### src/rtl/bp_update_scheduler.sv
// Branch predictor table write scheduler: post-reset init sweep, tag/target and
// outcome update queues, arbitration and BHT read-modify-write with forwarding.
module bp_update_scheduler #(
  parameter int BRANCH_PREDICTOR = 1,
  parameter int BTB_IDX_SIZE     = 4,
  parameter int QUEUE_DEPTH      = 2,
  parameter int STARVE_LIMIT     = 4,
  parameter int WORD_SIZE        = 16
) (
  input  logic                              clk,
  input  logic                              reset,
  input  logic                              tag_req,
  input  logic [WORD_SIZE-1:0]              tag_pc,
  input  logic [WORD_SIZE-1:0]              tag_target,
  input  logic                              bht_req,
  input  logic [WORD_SIZE-1:0]              bht_pc,
  input  logic                              bht_taken,
  output logic [BTB_IDX_SIZE-1:0]           rd_idx,
  input  logic [1:0]                        rd_bht,
  output logic                              wr_en,
  output logic [BTB_IDX_SIZE-1:0]           wr_idx,
  output logic                              wr_tag_en,
  output logic [WORD_SIZE-BTB_IDX_SIZE-1:0] wr_tag,
  output logic [WORD_SIZE-1:0]              wr_target,
  output logic                              wr_bht_en,
  output logic [1:0]                        wr_bht,
  output logic                              stall,
  output logic                              init_busy,
  output logic                              overflow
);

  localparam int TAG_W = WORD_SIZE - BTB_IDX_SIZE;
  localparam int PTR_W = $clog2(QUEUE_DEPTH);
  localparam int CNT_W = $clog2(QUEUE_DEPTH + 1);
  localparam int STV_W = $clog2(STARVE_LIMIT + 1);

  typedef enum logic {ST_INIT, ST_RUN} state_e;

  state_e                  state_q, state_d;
  logic [BTB_IDX_SIZE-1:0] sweep_q, sweep_d;
  logic [PTR_W-1:0]        tag_wr_ptr_q, tag_wr_ptr_d, tag_rd_ptr_q, tag_rd_ptr_d;
  logic [PTR_W-1:0]        bht_wr_ptr_q, bht_wr_ptr_d, bht_rd_ptr_q, bht_rd_ptr_d;
  logic [CNT_W-1:0]        tag_cnt_q, tag_cnt_d, bht_cnt_q, bht_cnt_d;
  logic [STV_W-1:0]        starve_q, starve_d;
  logic                    overflow_q, overflow_d, init_busy_q, init_busy_d;
  logic                    wr_en_q, wr_en_d, wr_tag_en_q, wr_tag_en_d, wr_bht_en_q, wr_bht_en_d;
  logic [BTB_IDX_SIZE-1:0] wr_idx_q, wr_idx_d;
  logic [TAG_W-1:0]        wr_tag_q, wr_tag_d;
  logic [WORD_SIZE-1:0]    wr_target_q, wr_target_d;
  logic [1:0]              wr_bht_q, wr_bht_d;

  logic [WORD_SIZE-1:0]    tag_pc_mem_q  [QUEUE_DEPTH];
  logic [WORD_SIZE-1:0]    tag_tgt_mem_q [QUEUE_DEPTH];
  logic [BTB_IDX_SIZE-1:0] bht_idx_mem_q [QUEUE_DEPTH];
  logic                    bht_tkn_mem_q [QUEUE_DEPTH];

  logic                    tag_full, tag_empty, bht_full, bht_empty;
  logic                    tag_win, bht_win, tag_push, bht_push;
  logic [WORD_SIZE-1:0]    tag_head_pc;
  logic [1:0]              old_ctr;
  logic                    unused_bht_pc_hi;

  assign unused_bht_pc_hi = ^bht_pc[WORD_SIZE-1:BTB_IDX_SIZE];

  function automatic logic [1:0] next_ctr(input logic [1:0] old, input logic taken);
    logic [1:0] nxt;
    if (BRANCH_PREDICTOR == 2) begin
      // Hysteresis: a single contrary outcome from a strong state only weakens it.
      if (taken) nxt = (old == 2'b00) ? 2'b01 : 2'b11;
      else       nxt = (old == 2'b11) ? 2'b10 : 2'b00;
    end else begin
      if (taken) nxt = (old == 2'b11) ? old : old + 2'b01;
      else       nxt = (old == 2'b00) ? old : old - 2'b01;
    end
    return nxt;
  endfunction

  assign tag_full    = (tag_cnt_q == CNT_W'(QUEUE_DEPTH));
  assign bht_full    = (bht_cnt_q == CNT_W'(QUEUE_DEPTH));
  assign tag_empty   = (tag_cnt_q == '0);
  assign bht_empty   = (bht_cnt_q == '0);
  assign tag_head_pc = tag_pc_mem_q[tag_rd_ptr_q];
  assign rd_idx      = bht_idx_mem_q[bht_rd_ptr_q];

  // The write still in flight has not reached the table yet, so it overrides rd_bht.
  assign old_ctr = (wr_en_q && wr_bht_en_q && (wr_idx_q == rd_idx)) ? wr_bht_q : rd_bht;

  assign tag_win  = (state_q == ST_RUN) && !tag_empty &&
                    (bht_empty || (starve_q == STV_W'(STARVE_LIMIT)));
  assign bht_win  = (state_q == ST_RUN) && !bht_empty && !tag_win;
  assign tag_push = tag_req && (!tag_full || tag_win);
  assign bht_push = bht_req && (!bht_full || bht_win);

  always_comb begin
    // NOTE: every *_d gets a default first so no path through this block infers a latch.
    state_d      = state_q;
    sweep_d      = sweep_q;
    starve_d     = starve_q;
    init_busy_d  = (state_q == ST_INIT);
    overflow_d   = overflow_q | (tag_req & !tag_push) | (bht_req & !bht_push);
    tag_wr_ptr_d = tag_push ? tag_wr_ptr_q + 1'b1 : tag_wr_ptr_q;
    tag_rd_ptr_d = tag_win  ? tag_rd_ptr_q + 1'b1 : tag_rd_ptr_q;
    bht_wr_ptr_d = bht_push ? bht_wr_ptr_q + 1'b1 : bht_wr_ptr_q;
    bht_rd_ptr_d = bht_win  ? bht_rd_ptr_q + 1'b1 : bht_rd_ptr_q;
    tag_cnt_d    = tag_cnt_q + CNT_W'(tag_push) - CNT_W'(tag_win);
    bht_cnt_d    = bht_cnt_q + CNT_W'(bht_push) - CNT_W'(bht_win);
    wr_en_d      = 1'b0;
    wr_idx_d     = wr_idx_q;
    wr_tag_en_d  = wr_tag_en_q;
    wr_tag_d     = wr_tag_q;
    wr_target_d  = wr_target_q;
    wr_bht_en_d  = wr_bht_en_q;
    wr_bht_d     = wr_bht_q;

    if (tag_empty || tag_win) starve_d = '0;
    else if (bht_win)         starve_d = starve_q + 1'b1;

    if (state_q == ST_INIT) begin
      wr_en_d     = 1'b1;
      wr_idx_d    = sweep_q;
      wr_tag_en_d = 1'b1;
      wr_tag_d    = '0;
      wr_target_d = '0;
      wr_bht_en_d = 1'b1;
      wr_bht_d    = 2'b10;
      sweep_d     = sweep_q + 1'b1;
      if (sweep_q == '1) state_d = ST_RUN;
    end else if (tag_win) begin
      wr_en_d     = 1'b1;
      wr_idx_d    = tag_head_pc[BTB_IDX_SIZE-1:0];
      wr_tag_en_d = 1'b1;
      wr_tag_d    = tag_head_pc[WORD_SIZE-1:BTB_IDX_SIZE];
      wr_target_d = tag_tgt_mem_q[tag_rd_ptr_q];
      wr_bht_en_d = 1'b0;
    end else if (bht_win && (BRANCH_PREDICTOR != 0)) begin
      wr_en_d     = 1'b1;
      wr_idx_d    = rd_idx;
      wr_tag_en_d = 1'b0;
      wr_bht_en_d = 1'b1;
      wr_bht_d    = next_ctr(old_ctr, bht_tkn_mem_q[bht_rd_ptr_q]);
    end
  end

  // NOTE: queue storage has no reset; validity is tracked solely by pointers and counts.
  always_ff @(posedge clk) begin
    if (tag_push) begin
      tag_pc_mem_q[tag_wr_ptr_q]  <= tag_pc;
      tag_tgt_mem_q[tag_wr_ptr_q] <= tag_target;
    end
    if (bht_push) begin
      bht_idx_mem_q[bht_wr_ptr_q] <= bht_pc[BTB_IDX_SIZE-1:0];
      bht_tkn_mem_q[bht_wr_ptr_q] <= bht_taken;
    end
  end

  // NOTE: sequential state uses non-blocking assignments so all flops update from pre-edge values.
  always_ff @(posedge clk or posedge reset) begin
    if (reset) begin
      state_q      <= ST_INIT;
      sweep_q      <= '0;
      starve_q     <= '0;
      init_busy_q  <= 1'b1;
      overflow_q   <= 1'b0;
      tag_wr_ptr_q <= '0;
      tag_rd_ptr_q <= '0;
      bht_wr_ptr_q <= '0;
      bht_rd_ptr_q <= '0;
      tag_cnt_q    <= '0;
      bht_cnt_q    <= '0;
      wr_en_q      <= 1'b0;
      wr_idx_q     <= '0;
      wr_tag_en_q  <= 1'b0;
      wr_tag_q     <= '0;
      wr_target_q  <= '0;
      wr_bht_en_q  <= 1'b0;
      wr_bht_q     <= '0;
    end else begin
      state_q      <= state_d;
      sweep_q      <= sweep_d;
      starve_q     <= starve_d;
      init_busy_q  <= init_busy_d;
      overflow_q   <= overflow_d;
      tag_wr_ptr_q <= tag_wr_ptr_d;
      tag_rd_ptr_q <= tag_rd_ptr_d;
      bht_wr_ptr_q <= bht_wr_ptr_d;
      bht_rd_ptr_q <= bht_rd_ptr_d;
      tag_cnt_q    <= tag_cnt_d;
      bht_cnt_q    <= bht_cnt_d;
      wr_en_q      <= wr_en_d;
      wr_idx_q     <= wr_idx_d;
      wr_tag_en_q  <= wr_tag_en_d;
      wr_tag_q     <= wr_tag_d;
      wr_target_q  <= wr_target_d;
      wr_bht_en_q  <= wr_bht_en_d;
      wr_bht_q     <= wr_bht_d;
    end
  end

  assign wr_en     = wr_en_q;
  assign wr_idx    = wr_idx_q;
  assign wr_tag_en = wr_tag_en_q;
  assign wr_tag    = wr_tag_q;
  assign wr_target = wr_target_q;
  assign wr_bht_en = wr_bht_en_q;
  assign wr_bht    = wr_bht_q;
  assign init_busy = init_busy_q;
  assign overflow  = overflow_q;
  assign stall     = init_busy_q | tag_full | bht_full;

endmodule

### config.mk
export PLATFORM = sky130hd
export DESIGN_NAME = bp_update_scheduler
export DESIGN_NICKNAME = d
export VERILOG_FILES = /design/src/rtl/bp_update_scheduler.sv
export SDC_FILE = /design/constraint.sdc
export NUM_CORES = 1
export LEC_CHECK = 0
export ABC_AREA = 1
export CORE_MARGIN = 2
export CORE_UTILIZATION = 30
export CTS_BUF_LIST = sky130_fd_sc_hd__clkbuf_8
export CTS_CLUSTER_DIAMETER = 120
export DETAILED_ROUTE_END_ITERATION = 8
export DONT_BUFFER_PORTS = 1
export PLACE_DENSITY_LB_ADDON = 0.2
export SETUP_SLACK_MARGIN = 0.5
export SLEW_MARGIN = 10
export SYNTH_ARGS = -nofsm -noshare
export SYNTH_HDL_FRONTEND = slang
export SYNTH_SLANG_ARGS = --single-unit
### constraint.sdc
create_clock -name clk -period 2.7 [get_ports clk]
set_input_delay 0.54 -clock clk [delete_from_list [all_inputs] [get_ports clk]]
set_output_delay 0.54 -clock clk [all_outputs]
set_load 0.01 [all_outputs]
# ---- Word-level counts from Yosys, hierarchy flattened
# Memories as Yosys holds them, arrays and structs flattened.
# Index checks and enable logic that the tools add are counted.
dict set report classes {
  n_addsub 12
  eq_ne 10
  muxes 31
  bitwise_logic 7
  n_reduce_logical 24
}
# operator n
set op_table {}
lappend op_table {{$mux W16} 2}
lappend op_table {{$mux W12} 2}
lappend op_table {{$mux W1} 15}
lappend op_table {{$mux W2} 7}
lappend op_table {{$mux W4} 3}
lappend op_table {{$logic_and A1 B1 Y1} 8}
lappend op_table {{$logic_not A1 Y1} 7}
lappend op_table {{$eq A2 B2 Y1 const B} 3}
lappend op_table {{$logic_not A2 Y1} 3}
lappend op_table {{$mux W3} 2}
lappend op_table {{$add A1 B1 Y1 const B} 4}
lappend op_table {{$add A2 B1 Y2} 2}
lappend op_table {{$add A4 B1 Y4 const B} 1}
lappend op_table {{$eq A4 B4 Y1} 1}
lappend op_table {{$eq A4 B4 Y1 const B} 1}
lappend op_table {{$logic_or A1 B1 Y1} 4}
lappend op_table {{$ne A2 B1 Y1 const B} 2}
lappend op_table {{$or A1 B1 Y1} 4}
lappend op_table {{$sub A2 B1 Y2} 2}
lappend op_table {{$add A3 B1 Y3 const B} 1}
lappend op_table {{$eq A3 B3 Y1 const B} 1}
lappend op_table {{$ne A3 B1 Y1 const B} 1}
lappend op_table {{$add A2 B1 Y2 const B} 1}
lappend op_table {{$and A1 B1 Y1} 2}
lappend op_table {{5 further kinds} 5}
dict set report word_totals {
  regBits 55
  ram_bits 74
  in_bits 55
  word_cells 106
  memories 4
}
# name words word_bits rd rd_clocked_by_memory_dff write_ports line
set memory_table {}
lappend memory_table {tag_pc_mem_q 2 16 1 0 1 52} ;# logic [WORD_SIZE-1:0] tag_pc_mem_q [QUEUE_DEPTH];
lappend memory_table {tag_tgt_mem_q 2 16 1 0 1 53} ;# logic [WORD_SIZE-1:0] tag_tgt_mem_q [QUEUE_DEPTH];
lappend memory_table {bht_idx_mem_q 2 4 1 0 1 54} ;# logic [BTB_IDX_SIZE-1:0] bht_idx_mem_q [QUEUE_DEPTH];
lappend memory_table {bht_tkn_mem_q 2 1 1 0 1 55} ;# logic bht_tkn_mem_q [QUEUE_DEPTH];

# ---- Logic depth before layout (Yosys ltp)
dict set report depth {
  depth_word 11
  depth_mapped 13
  ltp_nobuf 13
}

# ---- Worst setup path after synthesis
# Ideal clock, no wire load.
dict set report synth_path {
  path_kind {register -> register}
  start {register bht_cnt_q[0]}
  end {memory tag_pc_mem_q[1][0], enable pin}
  arrival_time_ns 2.494
  setup_slack_ns -0.216
  stages_incl_launch_ff 8
  path_buffers 0
  period_less_slack_ns 2.916
  path_cell_list {dfrtp_1 > nor2_4 > inv_4 > a21oi_4 > inv_1 > nand2_1 > nand2_1 > nor2_1}
}
dict set report synth_via {
  elab_chain_cells 7
}
# element line
set synth_lines {}
lappend synth_lines {{from (decl)} 43} ;# logic [CNT_W-1:0] tag_cnt_q, tag_cnt_d, bht_cnt_q, bht_cnt_d;
lappend synth_lines {{from (signal assigned)} 188} ;# bht_cnt_q <= bht_cnt_d;
lappend synth_lines {{$logic_not A2 Y1} 81} ;# assign bht_empty = (bht_cnt_q == '0);
lappend synth_lines {{$logic_or A1 B1 Y1} 89} ;# (bht_empty || (starve_q == STV_W'(STARVE_LIMIT)));
lappend synth_lines {{$logic_and A1 B1 Y1} 88} ;# assign tag_win = (state_q == ST_RUN) && !tag_empty &&
lappend synth_lines {{$logic_or A1 B1 Y1} 91} ;# assign tag_push = tag_req && (!tag_full || tag_win);
lappend synth_lines {{$logic_and A1 B1 Y1} 91}
lappend synth_lines {{$mux W1} 146} ;# if (tag_push) begin
lappend synth_lines {{$mux W1 (not written as such)} 147} ;# tag_pc_mem_q[tag_wr_ptr_q] <= tag_pc;
lappend synth_lines {{to (decl)} 52}
# No other way between the ends.

# ---- Worst setup path after layout
dict set report layout_path {
  start {register starve_q[0]}
  end {register tag_cnt_q[1]}
}
dict set report layout_via {
  elab_chain_cells 7
}
# element line
set layout_lines {}
lappend layout_lines {{from (decl)} 44} ;# logic [STV_W-1:0] starve_q, starve_d;
lappend layout_lines {{from (signal assigned)} 180} ;# starve_q <= starve_d;
lappend layout_lines {{$eq A3 B3 Y1 (*)} 89}
lappend layout_lines {{$logic_or A1 B1 Y1 (*)} 89}
lappend layout_lines {{$logic_and A1 B1 Y1 (*)} 88}
lappend layout_lines {{$logic_or A1 B1 Y1} 91}
lappend layout_lines {{$logic_and A1 B1 Y1} 91}
lappend layout_lines {{$add A2 B1 Y2} 105} ;# tag_cnt_d = tag_cnt_q + CNT_W'(tag_push) - CNT_W'(tag_win);
lappend layout_lines {{$sub A2 B1 Y2 (*)} 105}
lappend layout_lines {{net tag_cnt_d[1]} 43}
lappend layout_lines {{to (signal assigned)} 187} ;# tag_cnt_q <= tag_cnt_d;
lappend layout_lines {{to (decl)} 43}
# Mark *: on every way through the listed nets, which the timed path passes. The rest lies on a longest branch.
# A chain may end at the register's enable or synchronous reset.

==> results.py <==
metrics = {
    "run_status": {
        "status": "finished clean",
    },
    "die": {
        "die_w_um": 135,
        "num_io_pins": 99,
        "start_util_pct": 30.9,
        "fp-row-count": 47,
        "die_y_um": 135,
        "coreArea_sq_mm": 0.0166,
        "fp.dieArea_sq_mm": 0.0182,
    },
    "clocking": {
        "cts_sinks": 129,
        "cts-htree-levels": 4,
        "clk_latency_ps": 430,
        "clkTransAtPathRegs_ps": 70,
        "cts_tree": "built",
        "clock_path_buffers": 2,
        "cts_hold_buf": 0,
        "root_buffer": "clkbuf_8",
        "numCtsBuffers": 17,
    },
    "global_route": {
        "grt_pass1_wl_um": 16600,
        "antenna_found_initial": 0,
        "grt_usage_pct": 12.4,
        "grt_pass1_vias": 3059,
        "grt-ovfl-total": 0,
        "grt_max_degree": 56,
    },
    "route": {
        "firstDrtPassIters": 4,
        "ant_nets": 0,
        "viasPerCell": 4.45,
        "drtIter0Drc": 112,
        "dr_total_vias": 2900,
        "wl_um": 10500,
        "drc": 0,
        "wire_per_inst_um": 16.2,
    },
    "place": {
        "gp_congestion": 0.795,
        "io_buffers": 0,
        "dp_hpwl_um": 6590,
    },
    "layout": {
        "syn_to_final_growth_pct": 15.0,
        "n_fill_cell": 1619,
        "layout-drive-gt1-share_pct": 15.8,
        "fin_nets": 479,
        "diodes": 0,
        "seq_area_sq_mm": 0.00360,
        "final_cell_mix": "nand2_1, edfxtp_1, dfrtp_1",
        "multi_input_comb_area_sq_mm": 0.00136,
        "final_common_cell": "nand2_1",
    },
    "synth": {
        "synth_nets": 465,
        "synth_area_leaders": "edfxtp_1, dfrtp_1, nand2_1",
        "ys_warn_count": 0,
        "synth_area_per_cell_sq_um": 12.7,
        "ys_seq_elements": 129,
        "synthesis.area_sq_mm": 0.00514,
        "synth_top_area_cell": "edfxtp_1",
        "yosysSeqAreaShare_pct": 70.0,
        "netlist.area_leader.share_pct": 43.2,
        "yosysUniqueCellTypes": 37,
        "netlist_instances": 404,
    },
    "critical_path": {
        "cp_slowest_cell": "dfrtp_1",
        "cp-end-kind": "flip-flop",
        "cp.required_ps": 3010,
        "cpPeakStageDelay_ps": 390,
        "path_buf_inv": 3,
        "cp_top_family": "adder cells",
        "path_class": "reg -> reg",
        "cp_max_fo": 4,
        "arrival_ps": 2340,
        "start_kind": "flip-flop",
        "crit_chain": "inv_1 > ha_1 > nand2_1 > a21oi_4 > inv_2 > nand2_2 > nand2_4 > ha_1 > inv_1 > ha_1 > xnor2_2 > xor2_1",
        "cpMostUsedCell": "ha_1",
    },
    "worst_hold_path": {
        "min_path_type": "in -> async",
    },
    "sta": {
        "worst_pin_slew_ps": 442,
        "slew_violations": 0,
        "fin_crit_sh_pct": 75.3,
        "setup_viol": 0,
        "hold_viol": 0,
        "max-slew-margin-rel_pct": 70.5,
        "whs_ps": 55.1,
        "tns_ps": 0,
        "rsz0062_at_grt": "no",
        "period_needed_ps": 2030,
        "max_freq_mhz": 492,
        "skew_ps": 8.06,
    },
    "power": {
        "irDropWorstVdd_mv": 0.446,
        "power.density_mw_per_mm2": 1240,
        "power_leakage_nw": 2.44,
        "p_total_mw": 7.34,
    },
    "flow_run": {
        "cap_viol_max_count": 0,
    },
}
where the power goes:
part / switching (mW) / internal, mW
Sequential: 0.540 / 2.78
Combinational: 1.45 / 0.821
Clock: 0.754 / 0.998
Total: 2.74 / 4.60
kinds of logic after synthesis:
group,share of synthesized area (%)
and+or+nand+nor,12.0
DFF,70.0
buffers and inverters,4.14
AOI/OAI and AO/OA,5.67
muxes,4.87
xor gates and xnor gates,1.87
adders and majority gates,1.46
metrics by stage:
stage          std cells  utilization [%]  worst slack (ps)  cell area, sq um
3_5_place_dp         618             32.8               518              5460
5_1_grt              651             35.5               512              5910
4_1_cts              651             35.4               559              5890
6_report             651             35.5               666              5910
3_3_place_gp         618             32.8               537              5460
2_1_floorplan        404                -               307              5140
worst reg2reg max path, delay by kind of cell (launching register included):
family | cells | cell delay [ps]
fa+ha+maj | 3 | 620
buf+inv | 3 | 220
simple gates | 3 | 250
compound gates | 1 | 170
flops | 1 | 390
xor+xnor | 2 | 280
path summary, 6_finish.rpt:
check                                     from                  to  slack (ps)  cells after the start
max in group asynchronous                reset           init_busy        2350                      2
min                                      reset            overflow          60                      2
min reg2reg                tag_pc_mem_q[0][14]          wr_tag[10]         530                      2
max                                starve_q[0]        tag_cnt_q[1]         670                     12
min in group clk                     tag_pc[7]  tag_pc_mem_q[0][7]         200                      0
max reg2reg                        starve_q[0]        tag_cnt_q[1]         670                     12
flip-flops by register name, summed over array words and instances, names as in the netlist, 2 cells and up:
register and flops:
bht_cnt_q 2, bht_idx_mem_q 8, bht_tkn_mem_q 2, starve_q 3
sweep_q 4, tag_cnt_q 2, tag_pc_mem_q 32, tag_tgt_mem_q 32
wr_bht 2, wr_idx 4, wr_tag 12, wr_target 16
area by class of cell:
class,instances,share of cell area (%)
flip-flops and latches,129,60.9
multi-input cells,225,23.0
well taps,220,4.66
clock buffers,17,3.96
clock inverters,15,3.24
inverters,38,2.67
repair buffers,7,1.52
cells in the mapped netlist, drive strengths merged:
cell / n
ha: 6
o21ai: 33
xor2: 8
mux2i: 25
edfxtp: 74
nor3: 3
o22ai: 1
dfrtp: 54
nand3b: 2
clkinv: 1
nand4: 1
inv: 37
clkbuf: 5
buf: 7
nor2: 25
nand2: 86
o31ai: 4
dfstp: 1
and3: 1
a21oi: 9
xnor2: 3
a22oi: 2
nand3: 16
timing repair:
action                                  CTS  global route
hold endpoints to repair                  0             0
gates cloned                              0             0
pin swaps                                 1             1
gates resized for setup                   1             4
setup buffers                             1             0
endpoints found under the setup margin    1             2
per-layer routing:
| metal | track usage [%] | vias up | share of wire, % |
|---|---|---|---|
| li1 | - | 1400 | - |
| met1 | 13.6 | 1415 | 40 |
| met2 | 20.4 | 73 | 49 |
| met3 | 6.16 | 12 | 9.1 |
| met4 | 5.26 | 0 | 1.7 |
| met5 | 0 | - | 0 |
No activity file was read; power rests on OpenSTA's default activity.
